--- src/rtl/multdiv_issue_if.sv ---
// Issue-controller <-> multiply/divide unit connection.
// The controller is master; the arithmetic unit is slave.
interface multdiv_issue_if;
    logic        unit_start;
    logic        unit_is_div;
    logic [31:0] unit_opA;
    logic [31:0] unit_opB;
    logic        unit_abort;
    logic        unit_done;
    logic [31:0] unit_result;
    logic        unit_exception;

    modport master (
        output unit_start,
        output unit_is_div,
        output unit_opA,
        output unit_opB,
        output unit_abort,
        input  unit_done,
        input  unit_result,
        input  unit_exception
    );

    modport slave (
        input  unit_start,
        input  unit_is_div,
        input  unit_opA,
        input  unit_opB,
        input  unit_abort,
        output unit_done,
        output unit_result,
        output unit_exception
    );
endinterface

--- src/rtl/multdiv_issue.sv ---
// Issue controller for the multi-cycle multiply/divide unit.
// Define MULTDIV_TIMEOUT_EN to build the hung-operation timeout.
module multdiv_issue #(
    parameter int TIMEOUT = 40
) (
    input  logic            clock,
    input  logic            reset,
    input  logic            ctrl_MULT,
    input  logic            ctrl_DIV,
    input  logic [31:0]     operandA,
    input  logic [31:0]     operandB,
    multdiv_issue_if.master unit,
    output logic            stall,
    output logic [31:0]     result,
    output logic            result_valid,
    output logic            exception
);
    typedef enum logic [1:0] {
        S_IDLE,
        S_ISSUE,
        S_WAIT,
        S_DONE
    } state_t;

    state_t      state_q, state_d;
    logic [31:0] op_a_q, op_a_d;
    logic [31:0] op_b_q, op_b_d;
    logic [31:0] result_q, result_d;
    logic        is_div_q, is_div_d;
    logic        exc_q, exc_d;
    logic        req;
    logic        req_div;
    logic        div_zero;
    logic        accept;
    logic        timeout_hit;

    if (TIMEOUT < 1 || TIMEOUT > 63) begin : g_bad_timeout
        $error("multdiv_issue: TIMEOUT must fit the 6-bit wait counter");
    end

    // Multiply wins when both requests arrive together.
    always_comb begin
        req      = ctrl_MULT | ctrl_DIV;
        req_div  = ctrl_DIV & ~ctrl_MULT;
        div_zero = req_div && (operandB == 32'd0);
        accept   = req && ((state_q == S_IDLE) || (state_q == S_DONE));
    end

`ifdef MULTDIV_TIMEOUT_EN
    logic [5:0] wait_cnt_q, wait_cnt_d;
    logic       abort_q, abort_d;

    always_comb begin
        wait_cnt_d = wait_cnt_q;
        if (state_q == S_ISSUE) begin
            wait_cnt_d = '0;
        end else if (state_q == S_WAIT) begin
            wait_cnt_d = wait_cnt_q + 6'd1;
        end
    end

    // A done in the final WAIT cycle beats the timeout.
    always_comb begin
        timeout_hit = (state_q == S_WAIT) && !unit.unit_done &&
                      (wait_cnt_q == 6'(TIMEOUT - 1));
        abort_d     = timeout_hit;
    end

    always_ff @(posedge clock) begin
        if (reset) begin
            wait_cnt_q <= '0;
            abort_q    <= 1'b0;
        end else begin
            wait_cnt_q <= wait_cnt_d;
            abort_q    <= abort_d;
        end
    end

    assign unit.unit_abort = abort_q;
`else
    assign timeout_hit     = 1'b0;
    assign unit.unit_abort = 1'b0;
`endif

    always_ff @(posedge clock) begin
        if (reset) begin
            state_q  <= S_IDLE;
            op_a_q   <= '0;
            op_b_q   <= '0;
            result_q <= '0;
            is_div_q <= 1'b0;
            exc_q    <= 1'b0;
        end else begin
            state_q  <= state_d;
            op_a_q   <= op_a_d;
            op_b_q   <= op_b_d;
            result_q <= result_d;
            is_div_q <= is_div_d;
            exc_q    <= exc_d;
        end
    end

    always_comb begin
        state_d = state_q;
        unique case (state_q)
            S_IDLE, S_DONE: begin
                if (accept) begin
                    state_d = div_zero ? S_DONE : S_ISSUE;
                end else begin
                    state_d = S_IDLE;
                end
            end
            S_ISSUE: state_d = S_WAIT;
            S_WAIT: begin
                if (unit.unit_done || timeout_hit) begin
                    state_d = S_DONE;
                end
            end
            default: state_d = S_IDLE;
        endcase
    end

    always_comb begin
        op_a_d   = op_a_q;
        op_b_d   = op_b_q;
        is_div_d = is_div_q;
        result_d = result_q;
        exc_d    = exc_q;
        if (accept) begin
            op_a_d   = operandA;
            op_b_d   = operandB;
            is_div_d = req_div;
            if (div_zero) begin
                result_d = '0;
                exc_d    = 1'b1;
            end
        end else if (state_q == S_WAIT) begin
            if (unit.unit_done) begin
                result_d = unit.unit_result;
                exc_d    = unit.unit_exception;
            end else if (timeout_hit) begin
                result_d = '0;
                exc_d    = 1'b1;
            end
        end
    end

    always_comb begin
        unit.unit_start  = (state_q == S_ISSUE);
        unit.unit_is_div = is_div_q;
        unit.unit_opA    = op_a_q;
        unit.unit_opB    = op_b_q;
        stall            = (state_q == S_ISSUE) || (state_q == S_WAIT);
        result_valid     = (state_q == S_DONE);
        result           = result_q;
        exception        = exc_q;
    end
endmodule

--- src/flat_wrapper.sv ---
// flat-port wrapper written by rule: the top's interface ports become plain ports
module multdiv_issue_flat 
#(
    parameter int TIMEOUT = 40
)
  (clock, reset, ctrl_MULT, ctrl_DIV, operandA, operandB, stall, result, result_valid, exception, unit_unit_start, unit_unit_is_div, unit_unit_opA, unit_unit_opB, unit_unit_abort, unit_unit_done, unit_unit_result, unit_unit_exception);
  multdiv_issue_if unit_i ();
  input  logic clock;
  input  logic reset;
  input  logic ctrl_MULT;
  input  logic ctrl_DIV;
  input  logic [31:0] operandA;
  input  logic [31:0] operandB;
  output logic stall;
  output logic [31:0] result;
  output logic result_valid;
  output logic exception;
  output wire logic [$bits(unit_i.unit_start)-1:0] unit_unit_start;
  output wire logic [$bits(unit_i.unit_is_div)-1:0] unit_unit_is_div;
  output wire logic [$bits(unit_i.unit_opA)-1:0] unit_unit_opA;
  output wire logic [$bits(unit_i.unit_opB)-1:0] unit_unit_opB;
  output wire logic [$bits(unit_i.unit_abort)-1:0] unit_unit_abort;
  input wire logic [$bits(unit_i.unit_done)-1:0] unit_unit_done;
  input wire logic [$bits(unit_i.unit_result)-1:0] unit_unit_result;
  input wire logic [$bits(unit_i.unit_exception)-1:0] unit_unit_exception;
  assign unit_unit_start = unit_i.unit_start;
  assign unit_unit_is_div = unit_i.unit_is_div;
  assign unit_unit_opA = unit_i.unit_opA;
  assign unit_unit_opB = unit_i.unit_opB;
  assign unit_unit_abort = unit_i.unit_abort;
  assign unit_i.unit_done = unit_unit_done;
  assign unit_i.unit_result = unit_unit_result;
  assign unit_i.unit_exception = unit_unit_exception;
  multdiv_issue #(.TIMEOUT(TIMEOUT)) u_core (.clock(clock), .reset(reset), .ctrl_MULT(ctrl_MULT), .ctrl_DIV(ctrl_DIV), .operandA(operandA), .operandB(operandB), .unit(unit_i), .stall(stall), .result(result), .result_valid(result_valid), .exception(exception));
endmodule
--- config.mk ---
export PLATFORM = sky130hd
export DESIGN_NAME = multdiv_issue_flat
export DESIGN_NICKNAME = d
export VERILOG_FILES = /design/src/rtl/multdiv_issue_if.sv /design/src/rtl/multdiv_issue.sv /design/src/flat_wrapper.sv
export SDC_FILE = /design/constraint.sdc
export NUM_CORES = 1
export LEC_CHECK = 0
export CAP_MARGIN = 40
export CORE_MARGIN = 3
export CORE_UTILIZATION = 39
export DETAILED_ROUTE_END_ITERATION = 12
export PLACE_DENSITY = 0.79
export SETUP_SLACK_MARGIN = 0.02
export SLEW_MARGIN = 25
export SYNTH_ARGS = -nofsm -noshare
export SYNTH_HDL_FRONTEND = slang
export SYNTH_SLANG_ARGS = --single-unit
--- constraint.sdc ---
create_clock -name clock -period 2.9 [get_ports clock]
set_input_delay 0.58 -clock clock [delete_from_list [all_inputs] [get_ports clock]]
set_output_delay 0.58 -clock clock [all_outputs]
set_load 0.03 [all_outputs]
# After elaboration in Yosys (flattened, before gate mapping)
# Cells that the tools add are included.
dict set report totals {
  inputBits 102
  wordCells 36
  ff_bits 100
  output_inout_bits 102
}
dict set report op_classes {
  n_bitwise 3
  n_reduce_logical 10
  eq_ne 5
  n_mux 12
}
# cell count
set op_table {}
lappend op_table {{32-bit 2-to-1 mux} 4}
lappend op_table {{32-bit zero test} 1}
lappend op_table {{2-bit 2-to-1 mux} 3}
lappend op_table {{2-bit case mux with 3 select lines} 1}
lappend op_table {{2-bit == test (second input constant)} 2}
lappend op_table {{1-bit 2-to-1 mux} 4}
lappend op_table {{2-bit nonzero test} 2}
lappend op_table {{3-bit AND reduction} 1}
lappend op_table {{2-bit by 1-bit == test with 1-bit output (second input constant)} 1}
lappend op_table {{1-bit logical AND} 2}
lappend op_table {{2-bit zero test} 1}
lappend op_table {{1-bit logical OR} 2}
lappend op_table {{2-bit by 1-bit inequality test with 1-bit output (second input constant)} 1}
lappend op_table {{2-bit inequality test (second input constant)} 1}
lappend op_table {{2-bit OR reduction} 1}
lappend op_table {{1-bit AND} 1}
lappend op_table {{1-bit NOT} 1}
lappend op_table {{1-bit bitwise OR} 1}

# Depth between registers and ports, before layout
# Gate-level depths: netlist of the first run.
dict set report logic_depth {
  depth_word 6
  ltp_mapped 8
  mapped_depth_nobuf 6
}

# Worst setup path after synthesis of the first run
# No wires, ideal clock.
dict set report synth_path {
  path_type {register to register}
  start {register u_core.state_q[0]}
  end {register u_core.result_q[10], in the netlist u_core.result[10]}
  required_ns 2.828
  synth_period_minus_slack_ns 2.006
  setup_time_ns 0.072
  arrival_time_ns 1.935
  path_stages_with_launch 9
  n_path_buf 2
  path_slack_ns 0.894
  path_cell_list {dfxtp_1 > inv_1 > ha_1 > buf_2 > o21a_1 > o2111ai_1 > o31ai_4 > buf_8 > mux2i_1}
}
dict set report synth_via {
  elab_chain_len 5
  elab_cells_between_ends 10
  cone_classes {3 x eq/ne; 1 x mux; 6 x reduce/logical}
}
# item line
set synth_lines {}
lappend synth_lines {{start, declared} multdiv_issue.sv:25} ;# state_t state_q, state_d;
lappend synth_lines {{start signal, assigned} multdiv_issue.sv:94} ;# state_q <= state_d;
lappend synth_lines {{2-bit == test or 2-bit zero test (tied branches)} multdiv_issue.sv:46} ;# accept = req && ((state_q == S_IDLE) || (state_q == S_DONE));
lappend synth_lines {{1-bit logical OR} multdiv_issue.sv:46}
lappend synth_lines {{1-bit logical AND} multdiv_issue.sv:46}
lappend synth_lines {{2-bit by 1-bit inequality test with 1-bit output (no line) or 2-bit nonzero test (tied branches)} n/a}
lappend synth_lines {{3-bit AND reduction (no line)} n/a}
lappend synth_lines {{end signal, assigned} multdiv_issue.sv:97} ;# result_q <= result_d;
lappend synth_lines {{end, declared} multdiv_issue.sv:28} ;# logic [31:0] result_q, result_d;
# Parallel ways exist; a longest one is shown, timed or not.
# A chain may end at the register's enable or synchronous reset.

# Worst setup path in the final report of the first run
dict set report layout_path {
  start {register u_core.state_q[0]}
  end {output port stall}
}
dict set report layout_via {
  elab_chain_len 2
  elab_cells_between_ends 3
  cone_classes {2 x eq/ne; 1 x reduce/logical}
}
# item line
set layout_lines {}
lappend layout_lines {{2-bit by 1-bit == test with 1-bit output or 2-bit == test (tied branches)} multdiv_issue.sv:153} ;# stall = (state_q == S_ISSUE) || (state_q == S_WAIT);
lappend layout_lines {{1-bit logical OR *} multdiv_issue.sv:153}
lappend layout_lines {{end, declared} flat_wrapper.sv:14} ;# output logic stall;
# Mark *: on every way between the ends. The rest lies on a longest branch, timed or not.

==> impl_metrics.tcl, run 1 <==
set metrics [dict create \
    status "finished, final reports clean" \
    pwr_density_cell_nw_per_um2 838.6 \
    clock_skew_ns 0.01361 \
    synth_cells 459 \
    hold_viol_final 0 \
    yosys_warnings 0 \
    regArea_um2 2002 \
    synth-seq-cells 100 \
    synthTopCellsByArea "dfxtp_1 51%, nand2_1 16%, a21oi_1 8.5%" \
    cts-buffers-inserted 9 \
    worstMarginPinSlew_ns 0.6626 \
    ioPinCount 204 \
    crit_type "reg2out" \
    cts_root_buf "clkbuf_8" \
    synth_fa_ha_area_frac 0.009634 \
    die_w_um 106.0 \
    yosysMostFrequentCell "nand2_1" \
    synth_top_area_share 0.5138 \
    postRouteWirelength_um 11730 \
    coreArea_um2 9459 \
    syn_to_final_growth_pct 58.93 \
    drv_cap 0 \
    synth_compound_area_frac 0.1021 \
    grt_pass1_wl_um 18640 \
    grt_pass1_vias 3702 \
    final-max-slew-violation-count 0 \
    core.rowCount 35 \
    hold_buffers 0 \
    final_nets 751 \
    synthArstFlopShare 0 \
    start_kind "register" \
    synth.net_count 564 \
    syn-cell-area_um2 3896 \
    required_ns 2.32 \
    p_leak_uw 0.002218 \
    grt_max_degree 65 \
    arrival_ns 2.00 \
    ys_seq_area_frac 0.5138 \
    cts.path.max_buffers 2 \
    synth-simple-area-share 0.2441 \
    viasPerCell 4.796 \
    grt_antenna_before_repair 0 \
    postCtsSetupBuffers 0 \
    drcViolationCount 0 \
    grt_overflow 0 \
    fill_cells 813 \
    synth.distinct_cells 26 \
    setup_viol 0 \
    muxShareOfSynthArea 0.08478 \
    worst_setup_path_end_kind "primary output" \
    reg2reg_setup_slack_ns 0.71 \
    ctsResizeCount 0 \
    multi_input_area_um2 1735 \
    antenna_cells 0 \
    start_util 0.4119 \
    drive_above_1_share 0.05069 \
    ir_worst_vdd_mv 0.5426 \
    synth_edf_count 0 \
    drt_iter0_markers 176 \
    yosys-top-cells-count "161 x nand2_1, 100 x dfxtp_1, 66 x a21oi_1, 34 x nand2b_1, 33 x mux2i_1" \
    place.port_buffers 202 \
    hold_path_class "reg2reg" \
    synth_top_family_by_area "simple AND/OR/NAND/NOR gates" \
    fin_setup_tns_ns 0 \
    die_h_um 106.0 \
    postRouteAntennaNets 0 \
    yosysTopAreaCell "dfxtp_1" \
    synth_ff_type "dfxtp_1" \
    cts_tree "done" \
    hpwl_um 8861 \
    route.vias.total 3741 \
    synth_xor_area_frac 0 \
    max_freq_ghz 0.3873 \
    clk_pin_slew_ns 0.09 \
    dr.pass1.iters 4 \
    place.gp.congestion 0.7730 \
    grt_use_total 0.2037 \
    syn_avg_cell_area_um2 8.489 \
    fin_crit_sh 0.8902 \
    cts_htree_levels 3 \
    clock-sinks 100 \
    final_core_util 0.6546 \
    wl_per_cell_um 15.04 \
    min_period_ns 2.582 \
    slew_headroom 0.5583 \
    clk_latency_ns 0.34 \
    worstPathMaxFanout 8 \
    die_area_um2 11230 \
    rsz0062_at_grt "no" \
]
==> registers in the layout, summed over array words and instances, names as in the netlist <==
signal	count
u_core.unit.unit_opA	32
u_core.unit.unit_is_div	1
u_core.result	32
u_core.exception	1
u_core.unit.unit_opB	32
u_core.state_q	2
==> worst max-delay path, stage by stage, from the launching register on <==
cell             delay (ns)
dfxtp_1                0.39
inv_1                  0.07
ha_1                   0.43
inv_1                  0.10
clkdlybuf4s50_1        0.69
==> logic make-up (layout without fill, tap and decap cells) <==
kind of cell,count (synthesis),count (layout)
compound gates,73,73
buf+inv,36,228
flops,100,100
other cells,1,1
fa+ha+maj,3,3
simple gates,213,213
mux,33,33
==> cell usage in the layout, fill, tap and decap left out, types with 2 or more instances in the layout <==
cell             count
clkdlybuf4s50_1    201
nand2_1            161
dfxtp_1            100
a21oi_1             66
nand2b_1            34
mux2i_1             33
clkbuf_8            11
nor4_2               6
buf_4                5
inv_1                3
nor2_1               3
nor3_1               3
ha_1                 3
nand4_1              2
nand3_1              2
clkinvlp_4           2
buf_12               2
==> per-stage QoR <==
| stage | total power (uW) | hold WS [ns] | instance area [um2] | setup WS (ns) | std cells |
|---|---|---|---|---|---|
| final | 5193 | 0.4581 | 6192 | 0.3183 | 780 |
| after global routing | 5512 | 0.4739 | 6192 | 0.2005 | 780 |
| after CTS | 5256 | 0.4596 | 6192 | 0.2799 | 780 |
| after detailed placement | 4407 | 0.4454 | 6005 | 0.3169 | 764 |
| after global placement | 4343 | 0.4414 | 6005 | 0.3771 | 764 |
| after floorplan | 3377 | 0.4988 | 3896 | 0.8935 | 459 |
==> final timing paths <==
check,from,end,cells past startpoint
setup / recovery,u_core.state_q[0]$_SDFFE_PP0P_,stall,4
hold / removal,u_core.unit.unit_opB[28]$_SDFFE_PP0P_,u_core.unit.unit_opB[28]$_SDFFE_PP0P_,2
setup reg to reg,u_core.state_q[0]$_SDFFE_PP0P_,u_core.result[18]$_SDFFE_PP0P_,7
hold reg to reg,u_core.unit.unit_opB[28]$_SDFFE_PP0P_,u_core.unit.unit_opB[28]$_SDFFE_PP0P_,2
==> power by group <==
part           leakage (uW)  switching, uW  internal [uW]
combinational       0.00131           1550            979
clock             0.0000892            476            365
sequential         0.000819            150           1670
total               0.00222           2180           3010
==> layout make-up <==
cell class / count / area share
inverters: 3 / 0.001819
clock inverters: 4 / 0.005254
flip-flops and latches: 100 / 0.3233
repair buffers: 209 / 0.3383
clock buffers: 12 / 0.02506
well taps: 129 / 0.02607
multi-input cells: 323 / 0.2803
==> layer usage <==
metal / track usage / part of all wire
met4: 0.04995 / 0.010
met5: 0 / 0
met1: 0.2436 / 0.42
met2: 0.3506 / 0.49
met3: 0.07104 / 0.084
No activity file was read; power rests on OpenSTA's default activity.
==> inputs of run 2 (changes only) <==
--- a/config.mk
+++ b/config.mk
@@ -5,11 +5,12 @@
 export SDC_FILE = /design/constraint.sdc
 export NUM_CORES = 1
 export LEC_CHECK = 0
+export ABC_AREA = 1
 export CAP_MARGIN = 40
-export CORE_MARGIN = 3
-export CORE_UTILIZATION = 39
+export CORE_MARGIN = 5
+export CORE_UTILIZATION = 40
 export DETAILED_ROUTE_END_ITERATION = 12
-export PLACE_DENSITY = 0.79
+export PLACE_DENSITY = 0.8
 export SETUP_SLACK_MARGIN = 0.02
 export SLEW_MARGIN = 25
 export SYNTH_ARGS = -nofsm -noshare
==> run 2 against run 1 <==
Compared with the run above: global-route usage down 0.64 points; sequential cell count unchanged; critical path depth unchanged; first-iteration DRC count up 47%; maximum frequency up 1.5%; register-to-register slack better by 0.12 ns; clock-buffer cell count down 3; utilization down 1.6 points; wire length up 4.9%; hold slack better by 0.0078 ns; critical endpoint unchanged; largest cell class unchanged.
==> impl_metrics.tcl, run 2 <==
set metrics [dict create \
    status "finished, final reports clean" \
    postCtsSetupBuffers 0 \
    drt_iter0_markers 258 \
    slew_headroom 0.5482 \
    met1_length_um 4838 \
    path_common_cell "inv_1" \
    synth_ff_type "dfxtp_1" \
    fill_cells 846 \
    cts_htree_levels 3 \
    path_buf_inv 3 \
    cts-buffers-inserted 9 \
    yosys_warnings 0 \
    drcViolationCount 0 \
    pwr-share-clk 0.147 \
    dr.max_layer_used "met4" \
    worstMarginPinSlew_ns 0.6777 \
    synthArstFlopShare 0 \
    cts_root_buf "clkbuf_8" \
    synth.distinct_cells 23 \
    die_h_um 110.1 \
    synthTopCellsByArea "dfxtp_1 50%, nand2_1 18%, a21oi_1 12%" \
    ioPinCount 204 \
    worst_setup_path_end_kind "primary output" \
    clk_pin_slew_ns 0.10 \
    layout_commonest_cell "clkdlybuf4s50_1" \
    switching_share 0.4489 \
    grt_use_total 0.1972 \
    reg2reg_setup_slack_ns 0.83 \
    hpwl_um 8970 \
    postRouteWirelength_um 12310 \
    die_w_um 110.1 \
    yosysTopAreaCell "dfxtp_1" \
    die_area_um2 12110 \
    start_util 0.4098 \
    synth_top_area_share 0.4998 \
    min_period_ns 2.542 \
    grt_pass1_vias 3889 \
    cts_tree "done" \
    rsz0062_at_grt "no" \
    ys_seq_area_frac 0.4998 \
    worstPathMaxFanout 4 \
    grt_antenna_before_repair 0 \
    pwr_density_cell_nw_per_um2 973.9 \
    dr.pass1.iters 4 \
    wl_per_cell_um 14.18 \
    start_kind "register" \
    synth_cells 552 \
    place.gp.congestion 0.7559 \
    arrival_ns 1.96 \
    worstPathCellList "inv_1 -> ha_1 -> inv_1 -> clkdlybuf4s50_1" \
    coreArea_um2 9774 \
    final_cell_mix "201 x clkdlybuf4s50_1, 193 x nand2_1, 100 x dfxtp_1, 93 x a21oi_1, 56 x nor2_1" \
    routed-wl-met2_um 5791 \
    placed_area_um2 6047 \
    drv_cap 0 \
    drive_above_1_share 0.03946 \
    viasPerCell 4.842 \
    grt_overflow 0 \
    comb_power_share 0.533 \
    cts.path.max_buffers 2 \
    instances_no_fill 868 \
    postRouteAntennaNets 0 \
    crit_type "reg2out" \
    power.switching_uw 2730 \
    synth-seq-cells 100 \
    cp_slowest_cell "clkdlybuf4s50_1" \
    ir_worst_vdd_mv 0.4969 \
    hold_path_class "reg2reg" \
    fin_crit_sh 0.8767 \
    final-max-slew-violation-count 0 \
    hold_buffers 0 \
    setup_viol 0 \
    ctsResizeCount 0 \
    synth.net_count 657 \
    place.port_buffers 202 \
    fin_setup_tns_ns 0 \
    total_power_uw 6082 \
    antenna_cells 0 \
    cp_top_family "buffers and inverters" \
    clk_latency_ns 0.35 \
    syn_to_final_growth_pct 55.92 \
    p_leak_uw 0.002446 \
    syn_avg_cell_area_um2 7.256 \
    final_nets 835 \
    grt_max_degree 70 \
    clock_skew_ns 0.008287 \
    core.rowCount 36 \
    route.vias.total 4203 \
    yosysMostFrequentCell "nand2_1" \
    clock-sinks 100 \
    hold_viol_final 0 \
    wl_met3_um 1454 \
    final_cell_area_um2 6245 \
    internal_power_uw 3352 \
    synth_edf_count 0 \
    required_ns 2.32 \
    yosys-top-cells-count "194 x nand2_1, 100 x dfxtp_1, 93 x a21oi_1, 56 x nor2_1, 35 x nand3_1" \
    dp.cells 852 \
    syn-cell-area_um2 4005 \
    grt_pass1_wl_um 18990 \
    seq_power_share 0.320 \
    max_freq_ghz 0.3933 \
    max_stage_delay_ns 0.71 \
]
run 2: worst reg2reg max path: stages (launching register included):
cell and delay (ns):
dfxtp_1 0.40, inv_1 0.06, ha_1 0.35, nand2_1 0.10, inv_1 0.08, nand2_1 0.05
nor2_1 0.09, nand3_1 0.14, o21bai_4 0.16, buf_12 0.26, nand3_1 0.16, nand2_1 0.08
nor2_1 0.04
run 2: cells by family after synthesis:
family	share of synthesized area
compound gates	0.1362
fa+ha+maj	0.009373
buf+inv	0.06935
flops	0.4998
other cells	0.0009363
simple gates	0.2843
run 2: path summary, 6_finish.rpt:
check | from | to | depth (start not counted)
hold / removal | u_core.unit.unit_opB[12]$_SDFFE_PP0P_ | u_core.unit.unit_opB[12]$_SDFFE_PP0P_ | 2
setup / recovery | u_core.state_q[0]$_SDFFE_PP0P_ | stall | 4
hold reg to reg | u_core.unit.unit_opB[12]$_SDFFE_PP0P_ | u_core.unit.unit_opB[12]$_SDFFE_PP0P_ | 2
setup reg to reg | u_core.state_q[0]$_SDFFE_PP0P_ | u_core.result[19]$_SDFFE_PP0P_ | 12
run 2: through the flow:
step           hold slack, ns  utilization  setup WS, ns
2_1_floorplan          0.5487            -         1.167
3_3_place_gp           0.4474       0.6187        0.6050
6_report               0.4659       0.6389        0.3576
3_5_place_dp           0.4538       0.6187        0.5836
4_1_cts                0.4670       0.6389        0.3335
5_1_grt                0.4911       0.6389        0.2376
run 2: power by group through the flow:
stage	combinational (uW)	clock (uW)	sequential (uW)
finish	3240	896	1940
CTS	3260	929	1950
detailed placement	3250	0	1970
global route	3520	989	2000
global placement	3180	0	1960
floorplan	1380	0	2660
run 2: area by class of cell:
class / instances / area (um2) / share of cell area
Clock inverter: 7 / 73.82 / 0.01182
Sequential cell: 100 / 2002 / 0.3206
Clock buffer: 9 / 123.9 / 0.01984
Tap cell: 133 / 166.4 / 0.02665
Timing Repair Buffer: 209 / 2095 / 0.3354
Multi-Input combinational cell: 397 / 1735 / 0.2779
Inverter: 13 / 48.80 / 0.007814
run 2: metal layers:
layer	vias up	track usage
met5	-	0
met4	0	0.06946
met3	21	0.07455
met2	170	0.3232
met1	1896	0.2362
li1	2116	-
